--- src/rtl/press_decoder.sv ---
// press_decoder: turns single-cycle press pulses into single/double click
// events using a free-running tick prescaler, a double-click window and a
// post-double lockout. Outputs are registered; event counters saturate.
module press_decoder #(
   parameter int TICK_DIV     = 1000,
   parameter int WINDOW_TICKS = 50,
   parameter int LOCK_TICKS   = 25
) (
   input  logic       clk5,
   input  logic       reset,
   input  logic       press,
   output logic       single,
   output logic       double,
   output logic       busy,
   output logic [7:0] single_count,
   output logic [7:0] double_count
);

   // Prescaler width; a divide of 1 still needs a 1-bit register.
   localparam int PW = (TICK_DIV > 1) ? $clog2(TICK_DIV) : 1;
   // Shared window/lockout counter is sized for the longer of the two.
   localparam int MAX_TICKS = (WINDOW_TICKS > LOCK_TICKS) ? WINDOW_TICKS : LOCK_TICKS;
   localparam int WW = (MAX_TICKS > 1) ? $clog2(MAX_TICKS) : 1;

   localparam logic [PW-1:0] PRESC_LAST = PW'(TICK_DIV - 1);
   localparam logic [WW-1:0] WIN_LAST   = WW'(WINDOW_TICKS - 1);
   localparam logic [WW-1:0] LOCK_LAST  = WW'(LOCK_TICKS - 1);

   localparam logic [1:0] ST_IDLE    = 2'd0;
   localparam logic [1:0] ST_WAIT    = 2'd1;
   localparam logic [1:0] ST_LOCKOUT = 2'd2;

   logic [PW-1:0] presc;
   logic          tick;
   logic [1:0]    state;
   logic [1:0]    next_state;
   logic [WW-1:0] win_cnt;
   logic [WW-1:0] next_win;
   logic          set_single;
   logic          set_double;

   assign tick = (presc == PRESC_LAST);

   // Free-running prescaler, independent of the FSM state.
   always_ff @(posedge clk5 or posedge reset) begin
      if (reset) begin
         presc <= '0;
      end else if (tick) begin
         presc <= '0;
      end else begin
         presc <= presc + 1'b1;
      end
   end

   // Next-state logic; a press in WAIT takes priority over window expiry,
   // and LOCKOUT never looks at press (including on its exit cycle).
   always_comb begin
      next_state = state;
      next_win   = win_cnt;
      set_single = 1'b0;
      set_double = 1'b0;
      case (state)
         ST_IDLE: begin
            if (press) begin
               next_state = ST_WAIT;
               next_win   = '0;
            end
         end
         ST_WAIT: begin
            if (press) begin
               next_state = ST_LOCKOUT;
               next_win   = '0;
               set_double = 1'b1;
            end else if (tick) begin
               if (win_cnt == WIN_LAST) begin
                  next_state = ST_IDLE;
                  next_win   = '0;
                  set_single = 1'b1;
               end else begin
                  next_win = win_cnt + 1'b1;
               end
            end
         end
         ST_LOCKOUT: begin
            if (tick) begin
               if (win_cnt == LOCK_LAST) begin
                  next_state = ST_IDLE;
                  next_win   = '0;
               end else begin
                  next_win = win_cnt + 1'b1;
               end
            end
         end
         default: begin
            next_state = ST_IDLE;
            next_win   = '0;
         end
      endcase
   end

   // State, counter and registered event outputs; busy mirrors the new state.
   always_ff @(posedge clk5 or posedge reset) begin
      if (reset) begin
         state        <= ST_IDLE;
         win_cnt      <= '0;
         single       <= 1'b0;
         double       <= 1'b0;
         busy         <= 1'b0;
         single_count <= 8'd0;
         double_count <= 8'd0;
      end else begin
         state   <= next_state;
         win_cnt <= next_win;
         single  <= set_single;
         double  <= set_double;
         busy    <= (next_state != ST_IDLE);
         if (set_single && (single_count != 8'hFF)) begin
            single_count <= single_count + 8'd1;
         end
         if (set_double && (double_count != 8'hFF)) begin
            double_count <= double_count + 8'd1;
         end
      end
   end

endmodule
--- config.mk ---
export PLATFORM = sky130hd
export DESIGN_NAME = press_decoder
export DESIGN_NICKNAME = d
export VERILOG_FILES = /design/src/rtl/press_decoder.sv
export SDC_FILE = /design/constraint.sdc
export NUM_CORES = 1
export LEC_CHECK = 0
export ABC_CLOCK_PERIOD_IN_PS = 3210
export BUFFER_PORTS_ARGS = -buffer_cell sky130_fd_sc_hd__buf_4
export CORE_UTILIZATION = 44
export DETAILED_ROUTE_END_ITERATION = 10
export GPL_ROUTABILITY_DRIVEN = 1
export PLACE_DENSITY = 0.71
export RECOVER_POWER = 50
export SETUP_SLACK_MARGIN = 0.2
export SYNTH_ARGS = -nofsm -noshare
export SYNTH_HDL_FRONTEND = slang
export SYNTH_SLANG_ARGS = --single-unit
--- constraint.sdc ---
create_clock -name clk5 -period 3.21 [get_ports clk5]
set_clock_uncertainty 0.15 [all_clocks]
set_input_delay 0.642 -clock clk5 [delete_from_list [all_inputs] [get_ports clk5]]
set_output_delay 0.642 -clock clk5 [all_outputs]
set_load 0.01 [all_outputs]
### After elaboration in Yosys (flattened, before gate mapping)

Cells that the tools add are included.

| storage, ports and cells | value |
|---|---|
| flip-flop bits (word level) | 37 |
| input port bits | 3 |
| output and inout port bits | 19 |
| word-level logic and storage cells | 48 |

| cells by class | value |
|---|---|
| add/subtract/negate cells | 4 |
| equality and inequality tests | 10 |
| muxes and demuxes | 21 |
| reductions and logical operators | 5 |

Operator list:

| cell | number |
|---|---|
| $mux 6 | 6 |
| $pmux 6 s3 | 1 |
| $add 8x1->8 const B | 2 |
| $ne 8x8->1 const B | 2 |
| $mux 2 | 6 |
| $add 10x1->10 const B | 1 |
| $eq 10x10->1 const B | 1 |
| $mux 10 | 1 |
| $add 6x1->6 const B | 1 |
| $eq 6x5->1 const B | 1 |
| $eq 6x6->1 const B | 1 |
| $mux 1 | 6 |
| $pmux 2 s3 | 1 |
| $ne 2x2->1 const B | 2 |
| $ne 3x3->1 const B | 1 |
| $reduce_and 3->1 | 1 |
| $eq 2x1->1 const B | 1 |
| $eq 2x2->1 const B | 1 |
| $logic_and 1x1->1 | 2 |
| $logic_not 2->1 | 1 |
| $reduce_bool 2->1 | 1 |

### Longest topological paths before layout

Gate-level depths: netlist of run 1.

| logic depth | value |
|---|---|
| depth in word-level cells | 6 |
| mapped depth | 7 |
| gate-level depth less buffers | 6 |

### Worst setup path after synthesis of run 1

OpenSTA, ideal clock, no wires.

| path | value |
|---|---|
| path type | register to register |
| from | register win_cnt[1] |
| to | register single_count[7] |
| setup time | 0.125 ns |
| arrival | 1.612 ns |
| data required time | 2.935 ns |
| setup slack | 1.324 ns |
| stages on the path, launching flop included | 7 |
| buffers on the path | 0 |
| period minus slack after synthesis | 1.886 ns |
| cell sequence | dfrtp_1 -> inv_1 -> ha_1 -> and4b_1 -> nand4_4 -> nor4_2 -> mux2_2 |

| between the ends | value |
|---|---|
| longest elaborated chain between the ends | 6 |

Ends and longest elaborated chain:

| item | line | source |
|---|---|---|
| start, declared | 37 | `logic [WW-1:0] win_cnt;` |
| start signal, assigned | 113 | `win_cnt <= next_win;` |
| $eq 6x6->1 | 75 | `if (win_cnt == WIN_LAST) begin` |
| $mux 1 | 75 |  |
| $mux 1 | 74 | `end else if (tick) begin` |
| $mux 1 | 70 | `if (press) begin` |
| $mux 1 | 62 | `case (state)` |
| $logic_and 1x1->1 | 117 | `if (set_single && (single_count != 8'hFF)) begin` |
| end signal, assigned | 118 | `single_count <= single_count + 8'd1;` |
| end, declared | 15 | `output logic [7:0] single_count,` |

Every way passes these cells.
A chain may end at the register's enable or synchronous reset.

### Worst setup path in the final report of run 1

| path | value |
|---|---|
| from | register presc[0] |
| to | register single_count[6] |

| between the ends | value |
|---|---|
| longest elaborated chain between the ends | 5 |

Ends and longest elaborated chain:

| item | line | source |
|---|---|---|
| start, declared | 33 | `logic [PW-1:0] presc;` |
| start signal, assigned | 51 | `presc <= presc + 1'b1;` |
| $eq 10x10->1 | 42 | `assign tick = (presc == PRESC_LAST);` |
| $mux 1 | 74 |  |
| $mux 1 | 70 |  |
| $mux 1 | 62 |  |
| $logic_and 1x1->1 | 117 |  |

Every way passes these cells.

==> results of run 1 <==
worst min path at each step:
| stage | startpoint | to | slack, ns | depth (start not counted) |
|---|---|---|---|---|
| 6_report | double_count[6] | double_count[6] | 0.34 | 1 |
| 5_1_grt | presc[0] | presc[0] | 0.37 | 1 |
| 4_1_cts | presc[0] | presc[0] | 0.34 | 1 |
| 3_5_place_dp | presc[0] | presc[0] | 0.33 | 1 |
| 3_3_place_gp | presc[0] | presc[0] | 0.32 | 1 |
| 2_1_floorplan | presc[0] | presc[0] | 0.30 | 1 |
cell usage after synthesis, types with 2 or more instances:
cell and n:
o221ai_1 5, nand4_1 3, xor2_1 12, mux2_2 2, o211ai_1 3, dfrtp_1 37
nand2b_1 6, nor3_1 6, nor2_1 18, nor4_1 3, ha_1 10, nand2_1 9
and3_1 5, o21ai_0 5, a21oi_1 2, inv_1 13, nand3_1 14, xnor2_1 7
through the flow:
stage	std cells	cell area [um2]	utilization	hold slack (ns)	power, uW
after floorplan	194	2060	-	0.303	915
after global placement	267	2280	0.518	0.319	1050
after detailed placement	267	2280	0.518	0.330	1060
after CTS	274	2370	0.537	0.340	1400
after global routing	274	2340	0.531	0.367	1460
final	274	2340	0.531	0.337	1360
cell families (layout without fill, tap and decap cells):
kind of cell | count (synthesis) | after routing | synth area share
AO/OA/AOI/OAI | 25 | 25 | 0.102
XOR/XNOR | 19 | 19 | 0.0808
adder cells (fa/ha/maj) | 10 | 10 | 0.0608
buffers and inverters | 15 | 43 | 0.0298
flip-flops | 37 | 37 | 0.450
multiplexers | 5 | 5 | 0.0286
AND/OR/NAND/NOR | 83 | 83 | 0.248
power by group through the flow:
stage | registers (uW) | clock network, uW | logic, uW
floorplan | 615 | 0 | 300
global placement | 606 | 0 | 441
detailed placement | 607 | 0 | 449
CTS | 600 | 341 | 456
global route | 611 | 356 | 490
finish | 598 | 329 | 437
cells in the final DEF, fill, tap and decap left out, drive strengths merged, types with 2 or more instances in the layout:
cell type,n
nand2b,7
xnor2,7
dfrtp,37
o221ai,5
nor3b,2
o21ai,6
nor2,18
nand2,9
and3,5
nor4,4
clkbuf,15
nand3,14
xor2,12
inv,13
a21oi,2
mux2,4
nand4,5
buf,15
and2,2
ha,10
nor3,7
o211ai,4
sequential cells by signal, indices dropped and copies added, names as in the netlist:
register and flops:
presc 10, double_count 8, state 2, double 1, busy 1, win_cnt 6, single_count 8, single 1
layer usage:
| metal | share of wire | global-route usage | up-vias | wire length (um) |
|---|---|---|---|---|
| met5 | 0 | 0 | - | 0 |
| met4 | 0.017 | 0.0733 | 0 | 68 |
| met3 | 0.043 | 0.0361 | 8 | 168 |
| met2 | 0.47 | 0.265 | 32 | 1840 |
| met1 | 0.47 | 0.238 | 746 | 1830 |
| li1 | - | - | 749 | - |
layout make-up:
class / count / area share
Timing Repair Buffer: 23 / 0.0624
Multi-Input combinational cell: 142 / 0.457
Clock buffer: 7 / 0.0368
Sequential cell: 37 / 0.395
Tap cell: 52 / 0.0277
Inverter: 13 / 0.0208
==> metrics.csv, run 1 <==
stage,metric,value,unit
pwr,combinational fraction of design power,0.320,
setup_path,R2R depth,5,
logic_synthesis,Synth top area share,0.450,
timing,Final Max Tran Viols,0,
setup_path,CP max-delay cell,nor3_2,
setup_path,crit-path cells,"ha_1, nand3b_1, nor3_2, nand4_1, mux2_1",
setup_path,crit path to,single_count[6],
pwr,Seq pwr share,0.439,
die,Rows,24,
logic_synthesis,async set-reset flop share out of synthesis,1.00,
global_route,final global-route overflow total,0,
cells_and_area,footprint of the multi-input gates,1070,um2
pwr,Pint,876,uW
place,gpl congestion,0.811,
die,Die X,70.4,um
setup_path,CP startpoint,presc[0],
routing,DR iter-0 viols,78,
timing,fin crit period,2.26,ns
cts,Clock Pin Slew Worst Setup and Hold Paths,0.07,ns
cells_and_area,Area Growth Syn to Fin,13.9,%
setup_path,Critical Path Sink Type,register,
setup_path,RR Startpoint,presc[0],
routing,routed vias,1535,
cells_and_area,Ant. Diodes,0,
die,die area,4960,um2
logic_synthesis,synthesized instance count,194,
setup_path,top cell family by delay on the critical path,simple AND/OR/NAND/NOR gates,
die,initial core utilization,0.467,
logic_synthesis,post-synth cell types,52,
timing,Fmax achieved,442,MHz
timing,worst setup margin,0.949,ns
pwr,power per cell area,582,nW/um2
cts,CTS Hold Bufs,0,
pwr,leakage power,0.00113,uW
setup_path,Buffers & Inverters on Critical Path,0,
setup_path,Max stage delay on crit path,0.62,ns
routing,ANT nets after route,0,
routing,Residual DRC,0,
logic_synthesis,register area share after synthesis,0.450,
logic_synthesis,post-synth net total,207,
outcome,run status,"finished, final reports clean",
routing,Routed WL,3900,um
setup_path,CP startpoint kind,register,
global_route,number of global-route vias before repair,1472,
cts,CTS Buf Count,5,
place,pre-CTS setup slack,1.03,ns
cells_and_area,register area,926,um2
logic_synthesis,Syn Area/Cell,10.6,um2
routing,first drt pass iteration count,4,
global_route,Total GRT Usage,0.173,
logic_synthesis,synth warn,0,
pwr,maximum vdd drop,0.000397,V
cts,CTS tree,done,
pwr,Psw,488,uW
pwr,sw frac,0.358,
routing,Routed WL per cell,14.2,um
logic_synthesis,Area contributors post-synth,"dfrtp_1 (45%), ha_1 (6.1%), xor2_1 (5.1%)",
cts,Setup Buffers After CTS,0,
cts,clock root cell,clkbuf_8,
cts,clk sinks,37,
logic_synthesis,"Primary FF master, synth",dfrtp_1,
setup_path,critical path depth,5,
worst_hold_path,min-delay worst type,reg2reg,
cts,later-pin clock latency in the skew report,0.29,ns
timing,Final period util,0.704,
global_route,first-pass GRT wire length,6730,um
place,count of input and output buffers,21,
routing,vias per cell,5.60,
timing,Fin Setup TNS,0,ns
timing,RSZ-0062 raised after global routing,no,
setup_path,WS Path Type,reg2reg,
logic_synthesis,synthesized area,2060,um2
setup_path,internal reg-to-reg setup slack,0.95,ns
setup_path,Critical R2R Capture,single_count[6],
cells_and_area,Fill cells,414,
die,Die Y-Extent,70.4,um
cts,Post-CTS Resized,0,
logic_synthesis,Synth area leader,dfrtp_1,
die,CORE AREA,4410,um2
cells_and_area,Nets,235,
setup_path,crit path DAT,2.29,ns
timing,worst-margin pin slew,0.845,ns
timing,Final setup viols,0,
timing,final hold violation count,0,
cts,CTS H-Tree Depth,2,
logic_synthesis,number of synthesized register bits,37,
job,MaxCap Viol Count,0,
setup_path,CP required,3.24,ns
place,detailed-placement wirelength estimate,2820,um
timing,slew margin rel.,0.436,
logic_synthesis,Post-synth EDFFs,0,
global_route,initial antenna violation count,0,
cts,clock tree buffer depth,2,
setup_path,Crit Path Max Fanout,11,
global_route,largest net degree at the start of global routing,24,
cells_and_area,layout cell share with drive strength beyond 1,0.171,
die,I/O pin count,22,
pwr,power share of the clock group,0.241,
Note: power is estimated with default switching activity, not from simulation.
==> inputs of run 2 (changes only) <==
--- a/config.mk
+++ b/config.mk
@@ -5,7 +5,7 @@
 export SDC_FILE = /design/constraint.sdc
 export NUM_CORES = 1
 export LEC_CHECK = 0
-export ABC_CLOCK_PERIOD_IN_PS = 3210
+export ABC_CLOCK_PERIOD_IN_PS = 2340
 export BUFFER_PORTS_ARGS = -buffer_cell sky130_fd_sc_hd__buf_4
 export CORE_UTILIZATION = 44
 export DETAILED_ROUTE_END_ITERATION = 10
==> constraint.sdc (replaced) <==
create_clock -name clk5 -period 2.34 [get_ports clk5]
set_clock_uncertainty 0.15 [all_clocks]
set_input_delay 0.468 -clock clk5 [delete_from_list [all_inputs] [get_ports clk5]]
set_output_delay 0.468 -clock clk5 [all_outputs]
set_load 0.01 [all_outputs]
==> run 2 against run 1 <==
  * Sequential cell count unchanged
  * Highest routed layer unchanged
  * Critical path depth rose by 1
  * Die area did not move
  * Critical endpoint is now single_count[7]
  * Clock power up 72%
  * Utilization is 1.4 points higher
  * Count of clock-buffer cells in the layout stayed put
==> metrics.csv, run 2 (synthesis results as in run 1) <==
stage,metric,value,unit,change
routing,vias per cell,5.62,,was 5.60
cells_and_area,Ant. Diodes,0,,unchanged
setup_path,CP required,2.37,ns,was 3.24 ns
cells_and_area,Fill cells,412,,was 414
worst_hold_path,min-delay worst type,in2async,,was reg2reg
cells_and_area,Largest Register,presc,,unchanged
cts,CTS Hold Bufs,0,,unchanged
setup_path,Crit Path Max Fanout,7,,was 11
pwr,maximum vdd drop,0.000629,V,was 0.000397 V
cts,clock tree buffer depth,2,,unchanged
timing,Final Max Tran Viols,0,,unchanged
place,gpl congestion,0.833,,was 0.811
routing,Routed WL,3830,um,was 3900 um
cts,Clock Pin Slew Worst Setup and Hold Paths,0.08,ns,was 0.07 ns
setup_path,internal reg-to-reg setup slack,0.32,ns,was 0.95 ns
cts,clk sinks,37,,unchanged
setup_path,CP max-delay cell,dfrtp_1,,was nor3_2
cells_and_area,Largest register FFs,10,,unchanged
pwr,leakage power,0.00117,uW,was 0.00113 uW
die,Rows,24,,unchanged
die,Die Y-Extent,70.4,um,unchanged
cts,clock root cell,clkbuf_8,,unchanged
cells_and_area,Area Growth Syn to Fin,16.8,%,was 13.9%
timing,RSZ-0062 raised after global routing,yes,,was no
setup_path,RR Startpoint,win_cnt[1],,was presc[0]
cts,CTS H-Tree Depth,2,,unchanged
global_route,first-pass GRT wire length,6760,um,was 6730 um
die,initial core utilization,0.467,,unchanged
cells_and_area,Regs by FF count,"presc (10), double_count (8), single_count (8)",,unchanged
setup_path,Max stage delay on crit path,0.40,ns,was 0.62 ns
place,detailed-placement wirelength estimate,2770,um,was 2820 um
timing,Fmax achieved,494,MHz,was 442 MHz
setup_path,Critical R2R Capture,single_count[7],,was single_count[6]
routing,Routed WL per cell,13.8,um,was 14.2 um
timing,final hold violation count,0,,unchanged
global_route,largest net degree at the start of global routing,38,,was 24
die,CORE AREA,4410,um2,unchanged
cts,CTS tree,done,,unchanged
routing,DR iter-0 viols,102,,was 78
global_route,final global-route overflow total,0,,unchanged
cts,CTS Buf Count,5,,unchanged
cells_and_area,Final Util,0.545,,was 0.531
setup_path,R2R depth,6,,was 5
setup_path,crit-path cells,"inv_1, ha_1, and4b_1, nand4_4, nor4_2, mux2_2",,"was ha_1, nand3b_1, nor3_2, nand4_1, mux2_1"
timing,Fin Setup TNS,0,ns,unchanged
setup_path,crit path DAT,2.05,ns,was 2.29 ns
place,Placed Cells incl. Taps,268,,was 267
place,count of input and output buffers,21,,unchanged
timing,Final period util,0.865,,was 0.704
routing,routed vias,1556,,was 1535
die,I/O pin count,22,,unchanged
routing,first drt pass iteration count,5,,was 4
cells_and_area,Nets,237,,was 235
job,MaxCap Viol Count,0,,unchanged
cells_and_area,layout cell share with drive strength beyond 1,0.187,,was 0.171
timing,fin crit period,2.02,ns,was 2.26 ns
cts,later-pin clock latency in the skew report,0.28,ns,was 0.29 ns
timing,Worst Hold Slack,0.310,ns,was 0.337 ns
global_route,initial antenna violation count,0,,unchanged
global_route,number of global-route vias before repair,1460,,was 1472
die,die area,4960,um2,unchanged
outcome,run status,"finished, final reports clean",,unchanged
die,Die X,70.4,um,unchanged
routing,ANT nets after route,0,,unchanged
setup_path,CP startpoint kind,register,,unchanged
routing,Residual DRC,0,,unchanged
timing,Final setup viols,0,,unchanged
setup_path,WS Path Type,reg2reg,,unchanged
cells_and_area,fin cells,277,,was 274
timing,slew margin rel.,0.393,,was 0.436
cells_and_area,highest-count cells in the layout ignoring fill and taps,"dfrtp_1 (37), nor2_1 (18), buf_4 (16)",,"was dfrtp_1 (37), nor2_1 (18), buf_4 (15)"
setup_path,Critical Path Sink Type,register,,unchanged
pwr,power per cell area,835,nW/um2,was 582 nW/um2
global_route,Total GRT Usage,0.172,,was 0.173
timing,worst-margin pin slew,0.911,ns,was 0.845 ns
cells_and_area,"commonest non-fill, non-tap cell in the layout",dfrtp_1,,unchanged
-- run 2: cell types whose count changed in the layout (fill, tap and decap cells not counted) --
cell,before,now
clkbuf_2,0,1
and2_2,0,1
a311oi_4,0,1
and2_1,1,0
a311oi_2,1,0
nor3_4,0,1
bufinv_16,0,1
buf_4,15,16
nor3_2,1,0
-- run 2: area by class of cell --
class | instances | area [um2] | share of cell area
clock inverter | 1 | 30.0 | 0.0125
sequential | 37 | 926 | 0.385
multi-input combinational | 142 | 1090 | 0.453
timing repair buffer | 25 | 159 | 0.0660
inverter | 13 | 48.8 | 0.0203
clock buffer | 7 | 86.3 | 0.0359
tap | 52 | 65.1 | 0.0270
-- run 2: power breakdown --
part / total (uW) / switching [uW] / internal (uW)
registers: 822 / 97.2 / 725
logic: 621 / 361 / 260
clock network: 567 / 220 / 348
-- run 2: metrics by stage --
stage	worst slack, ns	total power (uW)	instance area, um2
detailed placement	0.276	1450	2290
floorplan	0.454	1250	2060
global route	0.194	2140	2410
finish	0.316	2010	2410
CTS	0.263	2020	2410
global placement	0.356	1440	2290
-- run 2: worst max path at each step --
stage,slack [ns],startpoint,end
global route,0.19,win_cnt[1],single_count[7]
floorplan,0.45,win_cnt[1],single_count[7]
CTS,0.26,state[1],win_cnt[3]
global placement,0.36,presc[0],single_count[6]
detailed placement,0.28,state[1],win_cnt[2]
finish,0.32,win_cnt[1],single_count[7]
-- run 2: critical path: cells and delay by family, from the launching register on --
family | cells | cell delay (ns)
AND/OR/NAND/NOR | 3 | 0.70
flip-flops | 1 | 0.40
multiplexers | 1 | 0.36
adder cells (fa/ha/maj) | 1 | 0.22
buffers and inverters | 1 | 0.10
-- run 2: repair_timing --
item	in CTS	in global routing
buffers inserted	0	1
resized for setup	0	3
setup endpoints to repair	0	7
-- run 2: metal layers --
metal	global-route usage	vias up	wire length [um]
li1	-	754	-
met1	0.248	765	1900
met2	0.259	35	1740
met3	0.0404	2	159
met4	0.0422	0	25
met5	0	-	0
==> inputs of run 3 (changes only) <==
--- a/config.mk
+++ b/config.mk
@@ -7,6 +7,7 @@
 export LEC_CHECK = 0
 export ABC_CLOCK_PERIOD_IN_PS = 2340
 export BUFFER_PORTS_ARGS = -buffer_cell sky130_fd_sc_hd__buf_4
+export CORE_ASPECT_RATIO = 0.6
 export CORE_UTILIZATION = 44
 export DETAILED_ROUTE_END_ITERATION = 10
 export GPL_ROUTABILITY_DRIVEN = 1
==> constraint.sdc (replaced) <==
create_clock -name clk5 -period 2.34 [get_ports clk5]
set_clock_uncertainty 0.15 [all_clocks]
set_input_delay 0.234 -clock clk5 [delete_from_list [all_inputs] [get_ports clk5]]
set_output_delay 0.234 -clock clk5 [all_outputs]
set_load 0.01 [all_outputs]
==> run 3 against run 2 <==
  * Sequential share of layout area rose by 0.20 points
  * Sequential power rose by 0.5%
  * Global-route usage rose by 1.2 points
  * Fmax fell by 2.0%
  * Largest cell class unchanged
  * Highest routed layer unchanged
  * First-iteration DRC count fell by 37%
  * Utilization rose by 1.1 points
  * Power fell by 6.6%
  * Clock power fell by 22%
==> metrics.csv, run 3 (synthesis results as in run 1) <==
stage,metric,value,unit,change
cells_and_area,register area,926,um2,unchanged
pwr,Psw,698,uW,was 678 uW
die,Rows,18,,was 24
setup_path,crit-path cells,"inv_1, ha_1, and4b_2, nand4_4, nor4_4, mux2_2",,"was inv_1, ha_1, and4b_1, nand4_4, nor4_2, mux2_2"
cells_and_area,Final Util,0.556,,was 0.545
pwr,power share of the clock group,0.236,,was 0.282
cts,CTS tree,done,,unchanged
die,initial core utilization,0.479,,was 0.467
place,placed cell area,2310,um2,was 2290 um2
cells_and_area,Ant. Diodes,0,,unchanged
setup_path,CP required,2.37,ns,about the same
setup_path,CP max-delay cell,dfrtp_1,,unchanged
timing,Fmax achieved,484,MHz,was 494 MHz
worst_hold_path,min-delay worst type,in2reg,,was in2async
pwr,maximum vdd drop,0.000599,V,was 0.000629 V
setup_path,R2R depth,6,,unchanged
cells_and_area,footprint of the multi-input gates,1090,um2,about the same
cts,clk sinks,37,,unchanged
routing,DR top layer,met4,,unchanged
routing,Routed WL per cell,14.8,um,was 13.8 um
cells_and_area,Area Growth Syn to Fin,16.2,%,was 16.8%
routing,WL met1,2240,um,was 1900 um
global_route,first-pass GRT wire length,6870,um,was 6760 um
cells_and_area,Largest register FFs,10,,unchanged
cts,CTS Buf Count,5,,unchanged
cells_and_area,layout cell share with drive strength beyond 1,0.190,,was 0.187
routing,routed vias,1559,,was 1556
routing,Routed WL,4230,um,was 3830 um
setup_path,Crit Path Max Fanout,7,,unchanged
setup_path,RR Startpoint,win_cnt[1],,unchanged
cts,clock tree buffer depth,2,,unchanged
timing,Final Max Tran Viols,0,,unchanged
pwr,Seq pwr share,0.440,,was 0.409
pwr,power per cell area,784,nW/um2,was 835 nW/um2
global_route,number of global-route vias before repair,1400,,was 1460
die,CORE AREA,4300,um2,was 4410 um2
routing,Residual DRC,0,,unchanged
outcome,run status,"finished, final reports clean",,unchanged
routing,first drt pass iteration count,4,,was 5
timing,slew margin rel.,0.380,,was 0.393
cells_and_area,Post-Layout Inst Area,2390,um2,was 2410 um2
setup_path,internal reg-to-reg setup slack,0.27,ns,was 0.32 ns
cells_and_area,Regs by FF count,"presc (10), double_count (8), single_count (8)",,unchanged
place,detailed-placement wirelength estimate,3060,um,was 2770 um
timing,final hold violation count,0,,unchanged
die,Die X,90.3,um,was 70.4 um
routing,DR iter-0 viols,64,,was 102
timing,Fin Setup TNS,0,ns,unchanged
place,count of input and output buffers,21,,unchanged
cts,clock root cell,clkbuf_8,,unchanged
cells_and_area,"commonest non-fill, non-tap cell in the layout",dfrtp_1,,unchanged
pwr,sw frac,0.372,,was 0.337
die,Die Y-Extent,55.0,um,was 70.4 um
job,MaxCap Viol Count,0,,unchanged
setup_path,Max stage delay on crit path,0.39,ns,was 0.40 ns
setup_path,Critical R2R Capture,single_count[7],,unchanged
pwr,combinational fraction of design power,0.324,,was 0.309
place,gpl congestion,0.814,,was 0.833
setup_path,crit path DAT,2.09,ns,was 2.05 ns
setup_path,Critical Path Sink Type,register,,unchanged
cells_and_area,Largest Register,presc,,unchanged
routing,vias per cell,5.45,,was 5.62
global_route,final global-route overflow total,0,,unchanged
routing,ANT nets after route,0,,unchanged
cells_and_area,Nets,238,,was 237
global_route,largest net degree at the start of global routing,38,,unchanged
global_route,initial antenna violation count,0,,unchanged
pwr,Pint,1180,uW,was 1330 uW
global_route,Total GRT Usage,0.184,,was 0.172
timing,RSZ-0062 raised after global routing,yes,,unchanged
cells_and_area,highest-count cells in the layout ignoring fill and taps,"dfrtp_1 (37), nor2_1 (18), buf_4 (16)",,unchanged
cts,later-pin clock latency in the skew report,0.29,ns,was 0.28 ns
setup_path,crit path to,single_count[7],,unchanged
setup_path,CP startpoint,win_cnt[1],,unchanged
cts,Clock Pin Slew Worst Setup and Hold Paths,0.07,ns,was 0.08 ns
cts,CTS H-Tree Depth,2,,unchanged
cts,Setup Buffers After CTS,0,,unchanged
timing,worst-margin pin slew,0.930,ns,was 0.911 ns
setup_path,WS Path Type,reg2reg,,unchanged
setup_path,CP startpoint kind,register,,unchanged
timing,Final period util,0.883,,was 0.865
pwr,leakage power,0.00117,uW,about the same
die,die area,4970,um2,was 4960 um2
timing,Final setup viols,0,,unchanged
routing,total length of routed met2 wires,1740,um,about the same
die,I/O pin count,22,,unchanged
timing,fin crit period,2.07,ns,was 2.02 ns
routing,wire length on met3,197,um,was 159 um
cells_and_area,Fill cells,385,,was 412
==> run 3: cell count changes in the layout (fill, tap and decap cells not counted), sizes merged <==
cell | before | now
clkinvlp | 0 | 1
clkinv | 0 | 2
clkbuf | 16 | 14
dlygate4sd3 | 0 | 1
bufinv | 1 | 0
==> run 3: final cells by class <==
class                   count  area share
clock buffers               5      0.0288
clock inverters             3     0.00732
inverters                  13      0.0204
multi-input cells         142       0.455
flip-flops and latches     37       0.387
well taps                  60      0.0314
repair buffers             26      0.0706
==> run 3: power by group through the flow <==
stage | Clock [uW] | Sequential, uW | Combinational [uW]
2_1_floorplan | 0 | 843 | 412
5_1_grt | 481 | 841 | 681
3_5_place_dp | 0 | 836 | 622
6_report | 442 | 826 | 608
4_1_cts | 449 | 826 | 629
3_3_place_gp | 0 | 834 | 611
==> run 3: worst min-delay path by stage <==
stage	startpoint	endpoint	slack, ns	depth (start not counted)
final	press	state[0]	0.16	3
after global placement	reset	single_count[3]	0.23	3
after detailed placement	reset	double_count[1]	0.23	3
after global routing	press	double	0.19	2
after CTS	press	state[0]	0.17	3
after floorplan	reset	busy	0.26	1
==> run 3: critical path, delay by kind of cell (launching register included) <==
| family | cells | cell delay (ns) |
|---|---|---|
| AND/OR/NAND/NOR | 3 | 0.74 |
| flip-flops | 1 | 0.39 |
| multiplexers | 1 | 0.36 |
| adder cells (fa/ha/maj) | 1 | 0.20 |
| buffers and inverters | 1 | 0.11 |
==> run 3: per-layer routing <==
metal | up-vias | track usage
li1 | 754 | -
met4 | 0 | 0.0726
met5 | - | 0
met3 | 7 | 0.0492
met2 | 39 | 0.272
met1 | 759 | 0.259
==> run 3: what timing repair did <==
action                                  CTS  global route
hold buffers                              1             0
endpoints found under the hold margin    37             0
gates resized for setup                   0             3
endpoints found under the setup margin    0             4
==> run 3: stage by stage <==
step / std cells / hold WS [ns] / power (uW) / setup WS [ns]
3_5_place_dp: 277 / 0.233 / 1460 / 0.306
6_report: 286 / 0.164 / 1880 / 0.274
2_1_floorplan: 194 / 0.264 / 1250 / 0.454
5_1_grt: 286 / 0.192 / 2000 / 0.150
4_1_cts: 286 / 0.170 / 1900 / 0.280
3_3_place_gp: 277 / 0.232 / 1450 / 0.338
